<file path="config.mk">
export PLATFORM = sky130hd
export DESIGN_NAME = muldiv_iter
export DESIGN_NICKNAME = d
export VERILOG_FILES = /design/src/rtl/muldiv_pkg.sv /design/src/rtl/muldiv_iter_div_core.sv /design/src/rtl/muldiv_iter.sv
export SDC_FILE = /design/constraint.sdc
export NUM_CORES = 2
export LEC_CHECK = 0
export CORE_MARGIN = 2
export CORE_UTILIZATION = 45
export CTS_CLUSTER_DIAMETER = 60
export DETAILED_ROUTE_END_ITERATION = 10
export DONT_BUFFER_PORTS = 1
export PLACE_DENSITY = 0.71
export SKIP_CTS_REPAIR_TIMING = 1
export SYNTH_ARGS = -nofsm -noshare
export SYNTH_HDL_FRONTEND = slang
export SYNTH_SLANG_ARGS = --single-unit
export TNS_END_PERCENT = 30
</file>
<file path="constraint.sdc">
create_clock -name clk -period 25.4 [get_ports clk]
set_clock_uncertainty 0.05 [all_clocks]
set_input_delay 5.08 -clock clk [delete_from_list [all_inputs] [get_ports clk]]
set_output_delay 5.08 -clock clk [all_outputs]
set_load 0.05 [all_outputs]
</file>
<file path="src/rtl/muldiv_pkg.sv">
// Shared definitions for the iterative HI/LO multiply/divide unit:
// op codes, HI/LO direct-write codes and FSM state encoding.
package muldiv_pkg;

    localparam logic [2:0] OP_MULTU = 3'd0;
    localparam logic [2:0] OP_DIVU  = 3'd1;
    localparam logic [2:0] OP_MULT  = 3'd2;
    localparam logic [2:0] OP_DIV   = 3'd3;
    localparam logic [2:0] OP_MADDU = 3'd4;
    localparam logic [2:0] OP_MADD  = 3'd5;
    localparam logic [2:0] OP_MSUBU = 3'd6;
    localparam logic [2:0] OP_MSUB  = 3'd7;

    localparam logic [1:0] MDWE_HI = 2'b01;
    localparam logic [1:0] MDWE_LO = 2'b10;

    typedef enum logic [1:0] {
        ST_IDLE,
        ST_MUL,
        ST_DIV,
        ST_FIX
    } state_t;

    function automatic logic op_is_div(input logic [2:0] op);
        return (op == OP_DIVU) || (op == OP_DIV);
    endfunction

    function automatic logic op_is_signed(input logic [2:0] op);
        return (op == OP_MULT) || (op == OP_DIV) || (op == OP_MADD) || (op == OP_MSUB);
    endfunction

endpackage

</file>
<file path="src/rtl/muldiv_iter_div_core.sv">
// Unsigned radix-2 restoring divider: one quotient bit per clock after load.
// Sign handling is done by the caller on the magnitudes it feeds in.
module div_core #(
    parameter int WIDTH = 32
) (
    input  logic             clk,
    input  logic             reset,
    input  logic             load,
    input  logic [WIDTH-1:0] dividend,
    input  logic [WIDTH-1:0] divisor,
    output logic [WIDTH-1:0] quotient,
    output logic [WIDTH-1:0] remainder,
    output logic             last
);

    localparam int CW = $clog2(WIDTH + 1);

    logic [WIDTH-1:0] r_quot;
    logic [WIDTH-1:0] r_rem;
    logic [WIDTH-1:0] r_dsr;
    logic [CW-1:0]    r_cnt;

    logic [WIDTH:0]   w_part;
    logic             w_ge;
    logic [WIDTH-1:0] w_sub;

    // Shift the next dividend bit into the partial remainder and trial-subtract.
    assign w_part = {r_rem, r_quot[WIDTH-1]};
    assign w_ge   = (w_part >= {1'b0, r_dsr});
    assign w_sub  = w_part[WIDTH-1:0] - r_dsr;

    always_ff @(posedge clk or posedge reset) begin
        if (reset) begin
            r_quot <= '0;
            r_rem  <= '0;
            r_dsr  <= '0;
            r_cnt  <= '0;
        end else if (load) begin
            r_quot <= dividend;
            r_rem  <= '0;
            r_dsr  <= divisor;
            r_cnt  <= CW'(WIDTH);
        end else if (r_cnt != '0) begin
            r_rem  <= w_ge ? w_sub : w_part[WIDTH-1:0];
            r_quot <= {r_quot[WIDTH-2:0], w_ge};
            r_cnt  <= r_cnt - 1'b1;
        end
    end

    assign quotient  = r_quot;
    assign remainder = r_rem;
    assign last      = (r_cnt == CW'(1));

endmodule

</file>
<file path="src/rtl/muldiv_iter.sv">
// HI/LO multiply/divide unit: fixed-latency multiply/accumulate,
// WIDTH-cycle restoring divide plus one sign-fixup cycle.
module muldiv_iter
    import muldiv_pkg::*;
#(
    parameter int WIDTH   = 32,
    parameter int MUL_LAT = 5
) (
    input  logic             clk,
    input  logic             reset,
    input  logic             start,
    input  logic [2:0]       op,
    input  logic [WIDTH-1:0] a,
    input  logic [WIDTH-1:0] b,
    input  logic [1:0]       mdwe,
    output logic             busy,
    output logic             done,
    output logic             dz,
    output logic [WIDTH-1:0] hi,
    output logic [WIDTH-1:0] lo
);

    localparam int CW = $clog2(MUL_LAT + 1);

    state_t             r_state;
    logic [WIDTH-1:0]   r_hi;
    logic [WIDTH-1:0]   r_lo;
    logic               r_busy;
    logic               r_done;
    logic               r_dz;
    logic               r_dz_pend;
    logic               r_q_neg;
    logic               r_r_neg;
    logic [2*WIDTH-1:0] r_prod;
    logic [CW-1:0]      r_cnt;

    logic               w_signed;
    logic               w_is_div;
    logic               w_b_zero;
    logic               w_accept;
    logic               w_div_load;
    logic [WIDTH-1:0]   w_a_mag;
    logic [WIDTH-1:0]   w_b_mag;
    logic [2*WIDTH-1:0] w_a_ext;
    logic [2*WIDTH-1:0] w_b_ext;
    logic [2*WIDTH-1:0] w_mul;
    logic [2*WIDTH-1:0] w_mul_res;
    logic [WIDTH-1:0]   w_quot;
    logic [WIDTH-1:0]   w_rem;
    logic               w_last;

    assign w_signed   = op_is_signed(op);
    assign w_is_div   = op_is_div(op);
    assign w_b_zero   = (b == '0);
    assign w_accept   = (r_state == ST_IDLE) && start;
    assign w_div_load = w_accept && w_is_div && !w_b_zero;

    assign w_a_mag = (w_signed && a[WIDTH-1]) ? -a : a;
    assign w_b_mag = (w_signed && b[WIDTH-1]) ? -b : b;

    assign w_a_ext = w_signed ? {{WIDTH{a[WIDTH-1]}}, a} : {{WIDTH{1'b0}}, a};
    assign w_b_ext = w_signed ? {{WIDTH{b[WIDTH-1]}}, b} : {{WIDTH{1'b0}}, b};
    assign w_mul   = w_a_ext * w_b_ext;

    // The full result is formed at accept time; the counter only delays its release.
    always_comb begin
        w_mul_res = w_mul;
        case (op)
            OP_MADDU, OP_MADD: w_mul_res = {r_hi, r_lo} + w_mul;
            OP_MSUBU, OP_MSUB: w_mul_res = {r_hi, r_lo} - w_mul;
            default:           w_mul_res = w_mul;
        endcase
    end

    div_core #(.WIDTH(WIDTH)) u_div (
        .clk       (clk),
        .reset     (reset),
        .load      (w_div_load),
        .dividend  (w_a_mag),
        .divisor   (w_b_mag),
        .quotient  (w_quot),
        .remainder (w_rem),
        .last      (w_last)
    );

    always_ff @(posedge clk or posedge reset) begin
        if (reset) begin
            r_state   <= ST_IDLE;
            r_hi      <= '0;
            r_lo      <= '0;
            r_busy    <= 1'b0;
            r_done    <= 1'b0;
            r_dz      <= 1'b0;
            r_dz_pend <= 1'b0;
            r_q_neg   <= 1'b0;
            r_r_neg   <= 1'b0;
            r_prod    <= '0;
            r_cnt     <= '0;
        end else begin
            r_done <= 1'b0;
            r_dz   <= 1'b0;
            case (r_state)
                ST_IDLE: begin
                    if (start) begin
                        r_busy <= 1'b1;
                        if (w_is_div) begin
                            r_dz_pend <= w_b_zero;
                            r_q_neg   <= w_signed && (a[WIDTH-1] ^ b[WIDTH-1]);
                            r_r_neg   <= w_signed && a[WIDTH-1];
                            // Divide by zero skips iteration and just reports in FIX.
                            r_state   <= w_b_zero ? ST_FIX : ST_DIV;
                        end else begin
                            r_prod  <= w_mul_res;
                            r_cnt   <= CW'(MUL_LAT - 1);
                            r_state <= ST_MUL;
                        end
                    end else if (mdwe == MDWE_HI) begin
                        r_hi <= a;
                    end else if (mdwe == MDWE_LO) begin
                        r_lo <= a;
                    end
                end
                ST_MUL: begin
                    if (r_cnt == '0) begin
                        {r_hi, r_lo} <= r_prod;
                        r_busy       <= 1'b0;
                        r_done       <= 1'b1;
                        r_state      <= ST_IDLE;
                    end else begin
                        r_cnt <= r_cnt - 1'b1;
                    end
                end
                ST_DIV: begin
                    if (w_last) begin
                        r_state <= ST_FIX;
                    end
                end
                ST_FIX: begin
                    if (!r_dz_pend) begin
                        r_lo <= r_q_neg ? -w_quot : w_quot;
                        r_hi <= r_r_neg ? -w_rem : w_rem;
                    end
                    r_dz    <= r_dz_pend;
                    r_busy  <= 1'b0;
                    r_done  <= 1'b1;
                    r_state <= ST_IDLE;
                end
                default: r_state <= ST_IDLE;
            endcase
        end
    end

    assign busy = r_busy;
    assign done = r_done;
    assign dz   = r_dz;
    assign hi   = r_hi;
    assign lo   = r_lo;

endmodule

</file>
==> results_dict.tcl <==
set metrics [dict create \
    syn_nets 9647 \
    gp_congestion 0.984 \
    tritoncts "built" \
    finalCritPeriodShare_pct 72.5 \
    track_usage_pct 29.3 \
    outcome "complete, no violations" \
    cts_sinks 241 \
    area_growth_pct 3.58 \
    hold_violations 0 \
    cts_made_buffers 31 \
    clk_path_buf_depth 3 \
    path_common_cell "fa_1" \
    synthFlopType "dfrtp_1" \
    routed_via_density 5.56 \
    yosysUniqueCellTypes 89 \
    netlist.area_leader.share_pct 42.1 \
    worst_slew_pin_slew_ns 1.18 \
    max_cap_violations 0 \
    die_height_um 393 \
    max_stage_delay_ns 0.85 \
    hold_class "reg -> reg" \
    period_minus_slack_ns 18.41 \
    die-area_mm2 0.154 \
    cts_root_buf "clkbuf_16" \
    fin_nets 9298 \
    ant_nets 0 \
    synth_common_cells "inv_1 (1613), fa_1 (1430), nand2_1 (897)" \
    worstPathArrival_ns 18.86 \
    routed_wirelength_um 220000 \
    dr.pass1.iters 6 \
    cp_max_fo 81 \
    yosysTopAreaCell "fa_1" \
    netlist_instances 7742 \
    start_util_pct 45.3 \
    drive_above_1_share_pct 2.00 \
    critPathKind "in -> reg" \
    slew_viol_final 0 \
    antenna_found_initial 16 \
    yosysMostFrequentCell "inv_1" \
    grt_pass1_wl_um 342000 \
    cp_slowest_cell "and2_2" \
    grt_pass1_vias 56200 \
    syn-cell-area_mm2 0.0680 \
    drt-initial-drc-count 4443 \
    die_w_um 393 \
    ys_async_sr_fraction_pct 100 \
    synth-seq-cells 241 \
    clkTransAtPathRegs_ns 0.07 \
    cp.required_ns 25.85 \
    setup_viol 0 \
    overflow 0 \
    hpwl_um 173000 \
    drc_errors 0 \
    io_pins 139 \
    ys_warn_count 0 \
    drt-wirelength-per-cell_um 23.3 \
    synth_seq_area_share_pct 8.87 \
    setup_tns_ns 0 \
    core_mm2 0.150 \
    startpoint_type "input pin" \
    setup.worst_path.end_class "register" \
    slew_headroom_pct 20.5 \
    grt_max_degree 94 \
    rsz0062_at_grt "no" \
    core.rowCount 142 \
    htreeDepth 1 \
    fmax_mhz 54.3 \
    synth.area.top_cells "fa_1 (42%), inv_1 (8.9%), dfrtp_1 (8.9%)" \
    port_buffers 0 \
    worstSkewPairLatency_ns 0.61 \
    num_vias 52500 \
    n_fill_cell 14300 \
    synth.avg_cell_area_um2 8.78 \
    synth_edf_count 0 \
]
==> layout by cell type, fill, tap and decap left out, types with 12 or more instances in the layout <==
cell,synthesis,layout
mux2i_1,26,26
dfrtp_1,241,239
o41ai_1,16,16
a211oi_1,22,22
xor2_1,137,137
and3_1,32,32
or4_1,14,14
nor4_1,19,19
and2_1,542,540
clkbuf_16,0,31
nand2b_1,35,34
nand4_1,30,30
ha_1,403,403
nor2b_1,60,58
o21bai_1,28,28
or3_1,29,29
nand2_1,897,895
buf_4,0,36
o31ai_1,38,38
xnor2_1,237,237
nand3_1,51,51
fa_1,1430,1430
o21ai_0,278,278
o211ai_1,22,22
nor3_1,70,70
a221oi_1,44,44
inv_1,1613,1612
o21a_1,31,31
a21oi_1,352,352
a21o_1,81,81
a31oi_1,63,63
or2_2,12,12
nor2_1,327,325
==> cell type report <==
cell class | instances | area [um^2] | share of cell area [%]
multi-input combinational | 5469 | 54400 | 77.2
clock buffer | 40 | 860 | 1.22
timing repair buffer | 36 | 270 | 0.384
antenna | 8 | 20.0 | 0.0284
clock inverter | 18 | 300 | 0.426
tap | 2016 | 2520 | 3.58
sequential | 241 | 6030 | 8.57
inverter | 1614 | 6070 | 8.61
==> state kept, by name, indices dropped and copies added, names as in the netlist <==
name             cells
hi                  32
busy                 1
u_div.r_dsr         32
lo                  32
done                 1
u_div.remainder     32
r_r_neg              1
r_q_neg              1
dz                   1
r_dz_pend            1
r_cnt                3
u_div.quotient      32
r_prod              64
u_div.r_cnt          6
r_state              2
==> per-layer routing <==
layer | global-route usage [%] | share of wire, % | vias up
met3 | 5.12 | 8.4 | 492
met4 | 11.9 | 4.8 | 10
met2 | 49.3 | 47 | 2172
li1 | - | - | 23000
met5 | 0 | 0.026 | -
met1 | 37.2 | 39 | 26900
==> path summary, 6_finish.rpt <==
check,from,to,slack [ns],depth (start not counted)
hold reg to reg,r_prod[51]$_DFFE_PP0P_,r_prod[51]$_DFFE_PP0P_,0.44,2
hold / removal,r_prod[51]$_DFFE_PP0P_,r_prod[51]$_DFFE_PP0P_,0.44,2
setup / recovery,op[2],r_prod[61]$_DFFE_PP0P_,6.99,46
setup reg to reg,lo[0]$_DFFE_PP0P_,r_prod[46]$_DFFE_PP0P_,19.46,19
min in group asynchronous,reset,busy$_DFFE_PP0P_,4.29,1
max in group asynchronous,reset,lo[11]$_DFFE_PP0P_,19.05,3
==> kinds of logic after synthesis <==
family                     count (synthesis)  share of synthesized area, %
AOI/OAI and AO/OA                       1069                          9.69
muxes                                     33                         0.499
buffers and inverters                   2032                          11.2
and+or+nand+nor                         2156                          15.3
DFF                                      241                          8.87
xor gates and xnor gates                 375                          4.84
adders and majority gates               1836                          49.6
==> through the flow <==
stage | area (um^2) | setup WS, ns | utilization (%) | cells | hold WS [ns]
2_1_floorplan | 68000 | 8.27 | - | 7742 | 0.399
3_3_place_gp | 69200 | 6.59 | 46.2 | 9376 | 0.416
3_5_place_dp | 69200 | 6.56 | 46.2 | 9376 | 0.423
4_1_cts | 70400 | 7.15 | 47.0 | 9434 | 0.438
5_1_grt | 70400 | 6.26 | 47.0 | 9434 | 0.465
6_report | 70400 | 6.99 | 47.0 | 9442 | 0.439
==> critical path, delay by kind of cell <==
kind | cells | cell delay (ns)
AND/OR/NAND/NOR | 14 | 3.69
multiplexers | 1 | 0.20
AO/OA/AOI/OAI | 10 | 1.93
XOR/XNOR | 2 | 0.60
buffers and inverters | 7 | 1.19
adder cells (fa/ha/maj) | 12 | 6.11
Power is left out: the tool's default activity adds up to more than one toggle a clock period on the data nets, which glitch-free logic cannot reach.
